===== src/rtl/lights_hold_ctrl.sv =====
// ============================================================================
// Module      : lights_hold_ctrl
// Description : Room-lighting controller. Debounces the dark sensor, turns the
//               lights on for movement in the dark and holds them on for a
//               programmable time. A force-on switch overrides movement.
//               Optional pre-off warning output built when LIGHTS_WARN_EN is
//               defined; otherwise warn is tied low.
// Revision    : 1.0 - initial release
// ============================================================================
`default_nettype none

module lights_hold_ctrl #(
    parameter int HOLD_CYCLES = 16,
    parameter int DARK_FILT   = 4,
    parameter int WARN_CYCLES = 4
) (
    input  logic       clk,
    input  logic       reset,
    input  logic       dark,
    input  logic       movement,
    input  logic       force_on,
    output logic       turn_on_lights,
    output logic [1:0] state,
    output logic       warn
);

    localparam int c_TIMER_W = (HOLD_CYCLES > 1) ? $clog2(HOLD_CYCLES) : 1;
    localparam int c_FILT_W  = (DARK_FILT > 0) ? $clog2(DARK_FILT + 1) : 1;

    localparam logic [1:0] c_ST_OFF    = 2'd0;
    localparam logic [1:0] c_ST_ON     = 2'd1;
    localparam logic [1:0] c_ST_HOLD   = 2'd2;
    localparam logic [1:0] c_ST_FORCED = 2'd3;

    localparam logic [c_TIMER_W-1:0] c_HOLD_INIT = c_TIMER_W'(HOLD_CYCLES - 1);
    localparam logic [c_FILT_W-1:0]  c_FILT_LAST = c_FILT_W'(DARK_FILT - 1);

    // Elaboration-time guard on the legal parameter ranges.
    if (HOLD_CYCLES < 1 || DARK_FILT < 1 ||
        WARN_CYCLES < 1 || WARN_CYCLES > HOLD_CYCLES) begin : g_bad_params
        $error("lights_hold_ctrl: illegal parameter combination");
    end

    logic [1:0]           r_state;
    logic [c_TIMER_W-1:0] r_timer;
    logic [c_FILT_W-1:0]  r_filt_cnt;
    logic                 r_dark_q;

    logic [1:0]           w_state_nxt;
    logic [c_TIMER_W-1:0] w_timer_nxt;

    always_ff @(posedge clk) begin
        if (reset) begin
            r_state    <= c_ST_OFF;
            r_timer    <= '0;
            r_filt_cnt <= '0;
            r_dark_q   <= 1'b0;
        end else begin
            r_state <= w_state_nxt;
            r_timer <= w_timer_nxt;
            // dark_q flips on the edge the run of differing samples reaches DARK_FILT.
            if (dark != r_dark_q) begin
                if (r_filt_cnt == c_FILT_LAST) begin
                    r_dark_q   <= ~r_dark_q;
                    r_filt_cnt <= '0;
                end else begin
                    r_filt_cnt <= r_filt_cnt + 1'b1;
                end
            end else begin
                r_filt_cnt <= '0;
            end
        end
    end

    always_comb begin
        w_state_nxt = r_state;
        w_timer_nxt = r_timer;
        case (r_state)
            c_ST_OFF: begin
                if (force_on) begin
                    w_state_nxt = c_ST_FORCED;
                end else if (r_dark_q && movement) begin
                    w_state_nxt = c_ST_ON;
                end
            end
            c_ST_ON: begin
                if (force_on) begin
                    w_state_nxt = c_ST_FORCED;
                end else if (!movement) begin
                    w_state_nxt = c_ST_HOLD;
                    w_timer_nxt = c_HOLD_INIT;
                end
            end
            c_ST_HOLD: begin
                if (force_on) begin
                    w_state_nxt = c_ST_FORCED;
                end else if (movement) begin
                    w_state_nxt = c_ST_ON;
                end else if (r_timer == '0) begin
                    w_state_nxt = c_ST_OFF;
                end else begin
                    w_timer_nxt = r_timer - 1'b1;
                end
            end
            c_ST_FORCED: begin
                if (!force_on) begin
                    w_state_nxt = c_ST_HOLD;
                    w_timer_nxt = c_HOLD_INIT;
                end
            end
            default: begin
                w_state_nxt = c_ST_OFF;
            end
        endcase
    end

    assign state          = r_state;
    assign turn_on_lights = (r_state != c_ST_OFF);

`ifdef LIGHTS_WARN_EN
    assign warn = (r_state == c_ST_HOLD) && (int'(r_timer) < WARN_CYCLES);
`else
    assign warn = 1'b0;
`endif

endmodule

`default_nettype wire


===== config.mk =====
export PLATFORM = sky130hd
export DESIGN_NAME = lights_hold_ctrl
export DESIGN_NICKNAME = d
export VERILOG_FILES = /design/src/rtl/lights_hold_ctrl.sv
export SDC_FILE = /design/constraint.sdc
export NUM_CORES = 1
export LEC_CHECK = 0
export CAP_MARGIN = 20
export CORE_AREA = 2 2 39 41
export DETAILED_ROUTE_END_ITERATION = 12
export DIE_AREA = 0 0 41 43
export HOLD_SLACK_MARGIN = 0.12
export PLACE_DENSITY_LB_ADDON = 0.15
export SLEW_MARGIN = 10
export SYNTH_ARGS = -nofsm -noshare
export SYNTH_HDL_FRONTEND = slang
export SYNTH_SLANG_ARGS = --single-unit

===== constraint.sdc =====
create_clock -name clk -period 2 [get_ports clk]
set_clock_uncertainty 0.2 [all_clocks]
set_input_delay 0.3 -clock clk [delete_from_list [all_inputs] [get_ports clk]]
set_output_delay 0.3 -clock clk [all_outputs]
set_load 0.02 [all_outputs]

==> metrics.cfg <==
[layout]
final_common_cell = dfxtp_1
final_area_um2 = 668
final_cell_mix = dfxtp_1, nor2_1, clkdlybuf4s50_1, nor3_1
drive_gt1_share_pct = 23.2
finalNetCount = 78
post_layout_nonfiller_instances = 85
antenna_cells = 0
syn2layout_area_growth_pct = 28.1
fillers = 149

[die]
start_util_pct = 37.7
rows = 14
die_w_um = 41
pin_count = 9
die_h_um = 43
dieArea_um2 = 1760
core_area_um2 = 1380

[critical_path]
cp-start-kind = register
worstPathRequired_ns = 1.50
worst_ep_arrival_time_ns = 1.38
critPathBufInv = 1
path_max_fanout = 7
path_class = reg -> out
cp_top_family = buffers and inverters
path_cells = or2_1, clkdlybuf4s50_1
end_kind = primary output
cpMaxStageDelayCell = clkdlybuf4s50_1
cpPeakStageDelay_ns = 0.54

[detailed_routing]
wirelength_um = 944
vias = 419
drc = 0
firstDrtPassIters = 4
met3_length_um = 39
drt_iter0_drc = 10
highest_layer = met4
route.met2.wl_um = 438
wl_met1_um = 450
drtAntennaViolNets = 0
avgRoutedWirePerCell_um = 11.1
vias_per_cell = 4.93

[synthesis]
syn_nets = 64
avgSynthCellArea_um2 = 9.32
synth_top_area_share_pct = 38.4
yosysTopAreaCell = dfxtp_1
synth_cells = 56
synth_cell_types = 27
synth_seq_area_share_pct = 38.4
ys_top_cells_by_area = dfxtp_1, ha_1, nor3_1
yosys_warnings = 0
synthesis.area_um2 = 522
ys_ff_latch = 10

[clocking]
postCtsHoldBufs = 0
clockBufferDepth = 2
clk_latency_ns = 0.26
htreeDepth = 1
cts_buffers = 3
cts_root_buffer = clkbuf_4
tritoncts = built
path_clk_slew_ns = 0.06
cts_sinks = 10

[pwr]
power.internal_w = 0.000366
power_switching_w = 0.000122
p_comb_share_pct = 17.5
power.density_nw_per_um2 = 731
clock_power_share_pct = 36.4
vdd_drop_max_uv = 369
leakagePower_nw = 0.258
p_sw_share_pct = 25.0
pwr-share-seq_pct = 46.1

[global_routing]
grt_overflow = 0
grtUsageTotal_pct = 14.3
grt_pass1_wl_mm = 1.65
antenna_found_initial = 0
grt_pass1_vias = 399
grt_max_degree = 10

[timing]
finalCritPeriodShare_pct = 94.2
setup_viol = 0
fin_setup_tns_ns = 0
fmax_mhz = 531
rsz0062_at_grt = false
hold_viol_final = 0
post-route-min-period_ns = 1.88
finalMaxSlewViolations = 0

[min_path]
hold_path.class = reg -> reg

[place]
dpl.hpwl_um = 653
gp_congestion = 0.685
dpl-instance-area_um2 = 629
port_buffers = 7
dp_cells = 81

[status]
outcome = finished, final reports clean

[job]
maxCapViolCount = 0

==> through the flow <==
| step | power [W] | setup slack, ns | hold WS (ns) | utilization (%) |
|---|---|---|---|---|
| floorplan | 0.000282 | 0.331 | 0.199 | - |
| global placement | 0.000314 | 0.133 | 0.209 | 45.5 |
| detailed placement | 0.000314 | 0.115 | 0.214 | 45.5 |
| CTS | 0.000498 | 0.00555 | 0.224 | 48.2 |
| global route | 0.000521 | 0.0528 | 0.257 | 48.3 |
| finish | 0.000488 | 0.115 | 0.221 | 48.3 |
==> power groups by stage <==
stage	combinational [W]	clock [W]	sequential, W
3_5_place_dp	0.0000850	0	0.000229
6_report	0.0000856	0.000178	0.000225
3_3_place_gp	0.0000852	0	0.000228
5_1_grt	0.0000955	0.000198	0.000228
2_1_floorplan	0.0000521	0	0.000229
4_1_cts	0.0000861	0.000187	0.000225
==> synthesized netlist by cell type <==
cell type  instances
dfxtp_1           10
clkbuf_2           1
nand2b_4           1
nand3b_1           1
nor2b_1            1
a211oi_1           3
xnor2_1            1
a21oi_1            1
nor4_1             1
a31o_1             1
and2b_2            1
nor2_1             7
mux2i_1            1
conb_1             1
buf_4              1
or3_1              2
nor3b_2            2
inv_1              4
nor3_1             6
ha_1               3
or2_1              1
and3_2             1
o31a_1             1
nand2_1            1
nor4_4             1
nor3b_1            1
a31oi_1            1
==> worst paths after layout <==
kind	to	slack, ns	depth (start not counted)	start
min	r_filt_cnt[0]	0.22	1	r_filt_cnt[0]
min reg2reg	r_filt_cnt[0]	0.22	1	r_filt_cnt[0]
max reg2reg	r_timer[2]	0.22	7	r_timer[0]
max	turn_on_lights	0.12	2	state[1]
==> sequential cells by signal, summed over array words and instances, names as in the netlist <==
| register | count |
|---|---|
| r_timer | 4 |
| r_dark_q | 1 |
| state | 2 |
| r_filt_cnt | 3 |
==> logic make-up (layout without fill, tap and decap cells) <==
kind of cell | Yosys count | count (layout) | synth area share [%]
AOI/OAI and AO/OA | 7 | 7 | 9.83
xor gates and xnor gates | 1 | 1 | 1.68
adders and majority gates | 3 | 3 | 7.20
buffers and inverters | 6 | 19 | 5.27
DFF | 10 | 10 | 38.4
muxes | 1 | 1 | 1.92
other | 1 | 1 | 0.719
and+or+nand+nor | 27 | 27 | 35.0
==> cell type report <==
class / count / area [µm²] / area share (%)
inverters: 4 / 15.0 / 2.25
multi-input cells: 40 / 294 / 44.0
repair buffers: 11 / 100 / 15.0
well taps: 16 / 20.0 / 3.00
flip-flops and latches: 10 / 203 / 30.3
clock buffers: 4 / 36.3 / 5.43
==> what timing repair did <==
item                                    4_1_cts  5_1_grt
buffers inserted                              0        0
endpoints found under the setup margin        1        1
pin swaps                                     0        0
resized for setup                             1        1
==> metal layers <==
metal | vias to the layer above | GRT usage [%]
met3 | 2 | 3.66
met4 | 0 | 10.0
met2 | 8 | 20.9
met1 | 187 | 17.3
li1 | 222 | -
met5 | - | 0
(Power assumes the default switching activity.)
